### src/rtl/sn74ls606_ctrl_if.sv
// Writer / select / '606 pin bundle for sn74ls606_ctrl.
// master = writers plus the '606 side, slave = controller.
interface sn74ls606_ctrl_if;
  logic       req_a;
  logic [7:0] da;
  logic       ack_a;
  logic       req_b;
  logic [7:0] db;
  logic       ack_b;
  logic       scan_en;
  logic       sel;
  logic [7:0] reg_a;
  logic [7:0] reg_b;
  logic       reg_clk;
  logic       ab;
  logic       busy;

  modport master (
    output req_a, da, req_b, db,
    output scan_en, sel,
    input  ack_a, ack_b,
    input  reg_a, reg_b, reg_clk,
    input  ab, busy
  );

  modport slave (
    input  req_a, da, req_b, db,
    input  scan_en, sel,
    output ack_a, ack_b,
    output reg_a, reg_b, reg_clk,
    output ab, busy
  );
endinterface

### src/rtl/sn74ls606_ctrl.sv
// Shares one sn74ls606 between writers A and B via shadowed
// register contents; also drives the ab select (fixed or scanned).
module sn74ls606_ctrl #(
  parameter int unsigned SETUP_CYC = 1,
  parameter int unsigned DWELL     = 4
) (
  input logic              clk,
  input logic              rst,
  sn74ls606_ctrl_if.slave  bus
);

  localparam int unsigned SC =
    (SETUP_CYC == 0) ? 1 : SETUP_CYC;
  localparam int unsigned DW =
    (DWELL == 0) ? 1 : DWELL;
  localparam int SCW = (SC > 1) ? $clog2(SC) : 1;
  localparam int DWW = (DW > 1) ? $clog2(DW) : 1;
  localparam logic [SCW-1:0] SC_LAST = SCW'(SC - 1);
  localparam logic [DWW-1:0] DW_LAST = DWW'(DW - 1);

  typedef enum logic [1:0] {
    IDLE,
    SETUP,
    STROBE,
    ACK
  } state_t;

  state_t         state_q, state_d;
  logic [SCW-1:0] cnt_q, cnt_d;
  logic [1:0]     gnt_q, gnt_d;
  logic [7:0]     reg_a_q, reg_a_d;
  logic [7:0]     reg_b_q, reg_b_d;
  logic           reg_clk_q, reg_clk_d;
  logic           ack_a_q, ack_a_d;
  logic           ack_b_q, ack_b_d;
  logic           ab_q, ab_d;
  logic [DWW-1:0] dwell_q, dwell_d;
  logic           scan_q, scan_d;

  always_comb begin
    state_d   = state_q;
    cnt_d     = cnt_q;
    gnt_d     = gnt_q;
    reg_a_d   = reg_a_q;
    reg_b_d   = reg_b_q;
    reg_clk_d = 1'b0;
    ack_a_d   = 1'b0;
    ack_b_d   = 1'b0;
    unique case (state_q)
      IDLE: begin
        if (bus.req_a || bus.req_b) begin
          gnt_d   = {bus.req_a, bus.req_b};
          state_d = SETUP;
          cnt_d   = SC_LAST;
          if (bus.req_a) reg_a_d = bus.da;
          if (bus.req_b) reg_b_d = bus.db;
        end
      end
      SETUP: begin
        if (cnt_q == '0) begin
          state_d   = STROBE;
          reg_clk_d = 1'b1;
        end else begin
          cnt_d = cnt_q - SCW'(1);
        end
      end
      STROBE: begin
        state_d = ACK;
        ack_a_d = gnt_q[1];
        ack_b_d = gnt_q[0];
      end
      ACK:     state_d = IDLE;
      default: state_d = IDLE;
    endcase
  end

  // Scan runs beside the write FSM; a fresh scan_en edge restarts on A.
  always_comb begin
    scan_d  = bus.scan_en;
    ab_d    = ab_q;
    dwell_d = dwell_q;
    if (!bus.scan_en) begin
      ab_d    = bus.sel;
      dwell_d = '0;
    end else if (!scan_q) begin
      ab_d    = 1'b1;
      dwell_d = '0;
    end else if (dwell_q == DW_LAST) begin
      ab_d    = ~ab_q;
      dwell_d = '0;
    end else begin
      dwell_d = dwell_q + DWW'(1);
    end
  end

  always_ff @(posedge clk) begin
    if (rst) begin
      state_q   <= IDLE;
      cnt_q     <= '0;
      gnt_q     <= 2'b00;
      reg_a_q   <= 8'h00;
      reg_b_q   <= 8'h00;
      reg_clk_q <= 1'b0;
      ack_a_q   <= 1'b0;
      ack_b_q   <= 1'b0;
      ab_q      <= 1'b1;
      dwell_q   <= '0;
      scan_q    <= 1'b0;
    end else begin
      state_q   <= state_d;
      cnt_q     <= cnt_d;
      gnt_q     <= gnt_d;
      reg_a_q   <= reg_a_d;
      reg_b_q   <= reg_b_d;
      reg_clk_q <= reg_clk_d;
      ack_a_q   <= ack_a_d;
      ack_b_q   <= ack_b_d;
      ab_q      <= ab_d;
      dwell_q   <= dwell_d;
      scan_q    <= scan_d;
    end
  end

  assign bus.reg_a   = reg_a_q;
  assign bus.reg_b   = reg_b_q;
  assign bus.reg_clk = reg_clk_q;
  assign bus.ack_a   = ack_a_q;
  assign bus.ack_b   = ack_b_q;
  assign bus.ab      = ab_q;
  assign bus.busy    = (state_q != IDLE);

endmodule
### src/flat_wrapper.sv
// flat-port wrapper written by rule: the top's interface ports become plain ports
module sn74ls606_ctrl_flat 
#(
  parameter int unsigned SETUP_CYC = 1,
  parameter int unsigned DWELL     = 4
)
  (clk, rst, bus_req_a, bus_da, bus_req_b, bus_db, bus_scan_en, bus_sel, bus_ack_a, bus_ack_b, bus_reg_a, bus_reg_b, bus_reg_clk, bus_ab, bus_busy);
  sn74ls606_ctrl_if bus_i ();
  input logic clk;
  input logic rst;
  input wire logic [$bits(bus_i.req_a)-1:0] bus_req_a;
  input wire logic [$bits(bus_i.da)-1:0] bus_da;
  input wire logic [$bits(bus_i.req_b)-1:0] bus_req_b;
  input wire logic [$bits(bus_i.db)-1:0] bus_db;
  input wire logic [$bits(bus_i.scan_en)-1:0] bus_scan_en;
  input wire logic [$bits(bus_i.sel)-1:0] bus_sel;
  output wire logic [$bits(bus_i.ack_a)-1:0] bus_ack_a;
  output wire logic [$bits(bus_i.ack_b)-1:0] bus_ack_b;
  output wire logic [$bits(bus_i.reg_a)-1:0] bus_reg_a;
  output wire logic [$bits(bus_i.reg_b)-1:0] bus_reg_b;
  output wire logic [$bits(bus_i.reg_clk)-1:0] bus_reg_clk;
  output wire logic [$bits(bus_i.ab)-1:0] bus_ab;
  output wire logic [$bits(bus_i.busy)-1:0] bus_busy;
  assign bus_i.req_a = bus_req_a;
  assign bus_i.da = bus_da;
  assign bus_i.req_b = bus_req_b;
  assign bus_i.db = bus_db;
  assign bus_i.scan_en = bus_scan_en;
  assign bus_i.sel = bus_sel;
  assign bus_ack_a = bus_i.ack_a;
  assign bus_ack_b = bus_i.ack_b;
  assign bus_reg_a = bus_i.reg_a;
  assign bus_reg_b = bus_i.reg_b;
  assign bus_reg_clk = bus_i.reg_clk;
  assign bus_ab = bus_i.ab;
  assign bus_busy = bus_i.busy;
  sn74ls606_ctrl #(.SETUP_CYC(SETUP_CYC), .DWELL(DWELL)) u_core (.clk(clk), .rst(rst), .bus(bus_i));
endmodule
### config.mk
export PLATFORM = sky130hd
export DESIGN_NAME = sn74ls606_ctrl_flat
export DESIGN_NICKNAME = d
export VERILOG_FILES = /design/src/rtl/sn74ls606_ctrl_if.sv /design/src/rtl/sn74ls606_ctrl.sv /design/src/flat_wrapper.sv
export SDC_FILE = /design/constraint.sdc
export NUM_CORES = 1
export LEC_CHECK = 0
export CORE_ASPECT_RATIO = 0.8
export CORE_MARGIN = 4
export CORE_UTILIZATION = 43
export DETAILED_ROUTE_END_ITERATION = 6
export PLACE_DENSITY = 0.78
export SETUP_SLACK_MARGIN = 0.1
export SYNTH_ARGS = -nofsm -noshare
export SYNTH_HDL_FRONTEND = slang
export SYNTH_SLANG_ARGS = --single-unit
### constraint.sdc
create_clock -name clk -period 1.6 [get_ports clk]
set_input_delay 0.16 -clock clk [delete_from_list [all_inputs] [get_ports clk]]
set_output_delay 0.16 -clock clk [all_outputs]
set_load 0.01 [all_outputs]
* After elaboration in Yosys (flattened, before gate mapping)
Cells that the tools add are included.
** Storage, ports and cells
- Register bits after elaboration :: 28
- Bits in latches :: 0
- Bits in writable memories :: 0
- ROM bits :: 0
- Input bits :: 22
- Output and inout port bits :: 21
- Memories :: 0
** Operators by class
- Add/sub/neg operators :: 2
- $mul :: 0
- Div/mod/pow operators :: 0
- $lt $le $gt $ge :: 0
- Equality and inequality tests :: 7
- Shift operators :: 0
- Muxes and demuxes :: 10
- Bitwise operators :: 5
- Reduce and logical (&&, ||, !) cells :: 12
** Operator list (count)
- $pmux 2 s4 :: 1
- $eq 2x2->1 const B :: 3
- $mux 1 :: 6
- $reduce_and 2->1 :: 3
- $reduce_and 3->1 :: 2
- $not 1->1 :: 5
- $mux 2 :: 2
- $reduce_bool 2->1 :: 2
- $reduce_or 2->1 :: 2
- $reduce_or 4->1 :: 1
- $ne 3x3->1 const B :: 1
- $add 2x1->2 const B :: 1
- $eq 2x1->1 const B :: 1
- $logic_not 2->1 :: 1
- $ne 2x1->1 const B :: 1
- $ne 2x2->1 const B :: 1
- $pmux 1 s2 :: 1
- $logic_or 1x1->1 :: 1
- $sub 1x1->1 const B :: 1

* Logic depth before layout (Yosys ltp)
- Depth in word-level cells :: 4
- Mapped depth :: 6

* Worst setup path before layout
OpenSTA, ideal clock, no wires.
- Path kind :: flip-flop to flip-flop
- Start :: register u_core.state_q[0]
- End :: register u_core.state_q[0]
- Data arrival time :: 1173 ps
- Slack :: 305 ps
- Stages on the path, launching flop included :: 5
- Buffers on the path :: 0
- Clock period less this slack :: 1295 ps
- Cells stage by stage :: dfxtp_1 > inv_1 > ha_1 > or4b_1 > o311a_1
** Between the ends
- Cells in the longest elaborated chain, start to end :: 3
** RTL lines
- start, declared :: RTL line sn74ls606_ctrl.sv:28 : state_t state_q, state_d;
- start signal, assigned :: RTL line sn74ls606_ctrl.sv:110 : state_q <= state_d;
- $eq 2x1->1 or $logic_not 2->1 (tied branches) :: RTL line sn74ls606_ctrl.sv:49 : unique case (state_q)
- $ne 2x2->1 (no line) or $ne 2x1->1 (tied branches)
- $reduce_and 2->1 (no line)
Several ways; a longest one is shown, not always the timed one.
A chain may end at the register's enable or synchronous reset.

* Final worst setup path
- Start :: register u_core.state_q[1]
- End :: output port bus_busy
** Between the ends
- Cells in the longest elaborated chain, start to end :: 1
** RTL lines
- $reduce_bool 2->1 :: RTL line sn74ls606_ctrl.sv:130 : assign bus.busy = (state_q != IDLE);
- end, declared :: RTL line flat_wrapper.sv:23 : output wire logic [$bits(bus_i.busy)-1:0] bus_busy;
No other way between the ends.

==> results.sh <==
export IMPL_drv_slew=0
export IMPL_finalWeightedCongestion=0.661
export IMPL_post_drt_via_cell_ratio=4.89
export IMPL_synth_flop_cell="dfxtp_1"
export IMPL_ys_warn_count=0
export IMPL_synth_edf_count=0
export IMPL_cts_tree="built"
export IMPL_max_freq_ghz=0.708
export IMPL_path_class="reg -> out"
export IMPL_cts_buffers=3
export IMPL_max_stage_delay_ns=0.36
export IMPL_area_growth_pct=45.9
export IMPL_skew_ns=0.00112
export IMPL_netlist_area_sq_um=1150
export IMPL_hpwl_microns=2050
export IMPL_port_buffers=42
export IMPL_powerDensity_nw_per_um2=1270
export IMPL_path_cells="inv_2 > ha_4 > inv_1 > dlygate4sd2_1"
export IMPL_maxCapViolCount=0
export IMPL_peakVddDrop_mv=0.608
export IMPL_core_rowCount=16
export IMPL_clk_pin_slew_ns=0.14
export IMPL_nets=189
export IMPL_layoutNonFillerInstCount=197
export IMPL_tightestPinTransition_ns=0.310
export IMPL_grt_antenna_before_repair=0
export IMPL_ctsRootBufferMaster="clkbuf_4"
export IMPL_synth_seq_cells=27
export IMPL_first_pass_iters=2
export IMPL_final_layout_size_suffix_gt1_share_pct=14.9
export IMPL_finalSetupViolCount=0
export IMPL_synth_cell_types=23
export IMPL_slowest_stage="dfxtp_2"
export IMPL_whs_ns=0.386
export IMPL_drt_iter0_markers=18
export IMPL_vias=964
export IMPL_grt_pass1_vias=959
export IMPL_core_region_area_sq_um=2500
export IMPL_hp_class="in -> reg"
export IMPL_ant_nets=0
export IMPL_max_slew_margin_rel_pct=79.1
export IMPL_synth_area_per_cell_sq_um=9.90
export IMPL_die_area_sq_um=3570
export IMPL_ys_seq_area_share_pct=47.1
export IMPL_path_max_fanout=5
export IMPL_hold_viol=0
export IMPL_synthArstFlopShare_pct=0
export IMPL_cts_sinks=27
export IMPL_timing_final_crit_share_pct=88.3
export IMPL_grt_max_degree=20
export IMPL_grt_total_usage_pct=16.7
export IMPL_dp_cells=191
export IMPL_cp_arrival_ns=1.25
export IMPL_overflow=0
export IMPL_grt_pass1_wl_microns=4450
export IMPL_crit_required_ns=1.44
export IMPL_p_leak_nw=0.661
export IMPL_timing_final_crit_period_ns=1.41
export IMPL_status="complete, no violations"
export IMPL_setup_tns_ns=0
export IMPL_routedWlPerCell_microns=13.5
export IMPL_cts_htree_levels=1
export IMPL_ios=43
export IMPL_rsz0062_at_grt="no"
export IMPL_clock_latency_ns=0.32
export IMPL_antenna_cells=0
export IMPL_syn_nets=143
export IMPL_critPathLaunchType="flip-flop"
export IMPL_routed_wl_microns=2670
export IMPL_fp_dieH_microns=54.2
export IMPL_worst_setup_path_end_kind="output pin"
export IMPL_synthCells=116
export IMPL_dieWidth_microns=65.8
export IMPL_ff2ff_setup_slack_ns=0.28
export IMPL_clock_path_buffers=2
export IMPL_total_power_w=0.00212
export IMPL_drc_errors=0
export IMPL_cts_hold_fix_buffers=0
export IMPL_initial_core_util_pct=45.9
==> metal layers <==
metal / track usage [%] / vias to the layer above / part of all wire, %
li1: - / 499 / -
met1: 17.5 / 437 / 41
met2: 31.9 / 26 / 51
met3: 6.16 / 2 / 6.9
met4: 4.14 / 0 / 0.71
met5: 0 / - / 0
==> report_power, final <==
part / switching [W] / internal [W]
registers: 0.0000644 / 0.000796
logic: 0.000455 / 0.000516
clock network: 0.000198 / 0.0000937
==> state kept, by name (all words and copies together) (netlist names) <==
| signal | cells |
|---|---|
| u_core.bus.reg_a | 8 |
| u_core.bus.ack_b | 1 |
| u_core.bus.ack_a | 1 |
| u_core.bus.reg_b | 8 |
| u_core.scan_q | 1 |
| u_core.dwell_q | 2 |
| u_core.bus.ab | 1 |
| u_core.gnt_q | 2 |
| u_core.bus.reg_clk | 1 |
| u_core.state_q | 2 |
==> final timing paths <==
check / to / startpoint / cells after the start
min reg2reg: u_core.dwell_q[0]$_SDFF_PP0_ / u_core.dwell_q[0]$_SDFF_PP0_ / 1
min: u_core.bus.reg_b[6]$_SDFFE_PP0P_ / bus_db[6] / 3
max: bus_busy / u_core.state_q[1]$_SDFFE_PP0P_ / 4
max reg2reg: u_core.state_q[0]$_SDFFE_PP0P_ / u_core.state_q[1]$_SDFFE_PP0P_ / 4
==> cells by family (layout without fill, tap and decap cells) <==
kind of cell / count (synthesis) / count (layout) / synth area share (%)
AO/OA/AOI/OAI: 38 / 38 / 25.2
XOR/XNOR: 1 / 1 / 0.763
adder cells (fa/ha/maj): 5 / 5 / 5.45
buffers and inverters: 14 / 59 / 5.45
flip-flops: 27 / 27 / 47.1
multiplexers: 1 / 1 / 0.871
AND/OR/NAND/NOR: 30 / 30 / 15.3
==> critical path, delay by kind of cell (launching register included) <==
| kind | cells | cell delay (ns) |
|---|---|---|
| DFF | 1 | 0.36 |
| adders and majority gates | 1 | 0.17 |
| buffers and inverters | 3 | 0.40 |
==> metrics by stage <==
step,area [sq um],utilization (%),worst slack (ns)
2_1_floorplan,1150,-,0.305
3_3_place_gp,1620,64.7,0.169
3_5_place_dp,1620,64.7,0.108
4_1_cts,1660,66.4,0.108
5_1_grt,1680,67.0,0.107
6_report,1680,67.0,0.187
==> synth_stat cells, drive strengths merged (2+ instances only) <==
library cell	number	area (sq um)
nand2	2	7.51
nor2b	3	18.8
clkbuf	2	7.51
and3	2	12.5
a21bo	18	180
ha	5	62.6
inv	4	15.0
dfxtp	27	541
nand2b	2	12.5
buf	8	40.0
nand3	16	80.1
a21oi	18	90.1
==> cell type report <==
type	instances	area, sq um
clock inverters	1	5.00
repair buffers	51	487
multi-input cells	75	558
clock buffers	3	22.5
fillers	213	827
flip-flops and latches	27	543
well taps	36	45.0
inverters	4	15.0
==> what timing repair did <==
action,in CTS,in global routing
setup endpoints to repair,1,1
pin swaps,0,1
resized for setup,6,1
setup buffers,0,2
hold endpoints to repair,0,0
==> cells in the final DEF, fill, tap and decap left out, types with 2 or more instances in the layout <==
master and count:
clkbuf_4 3, nand2b_1 2, clkdlybuf4s50_1 41, and3_1 2, ha_1 4, nand2_1 2
dfxtp_1 25, nand3_1 16, a21bo_2 4, buf_4 9, a21bo_1 14, nor2b_1 3
a21oi_1 18, dfxtp_2 2, inv_2 3
(Power assumes the default switching activity.)
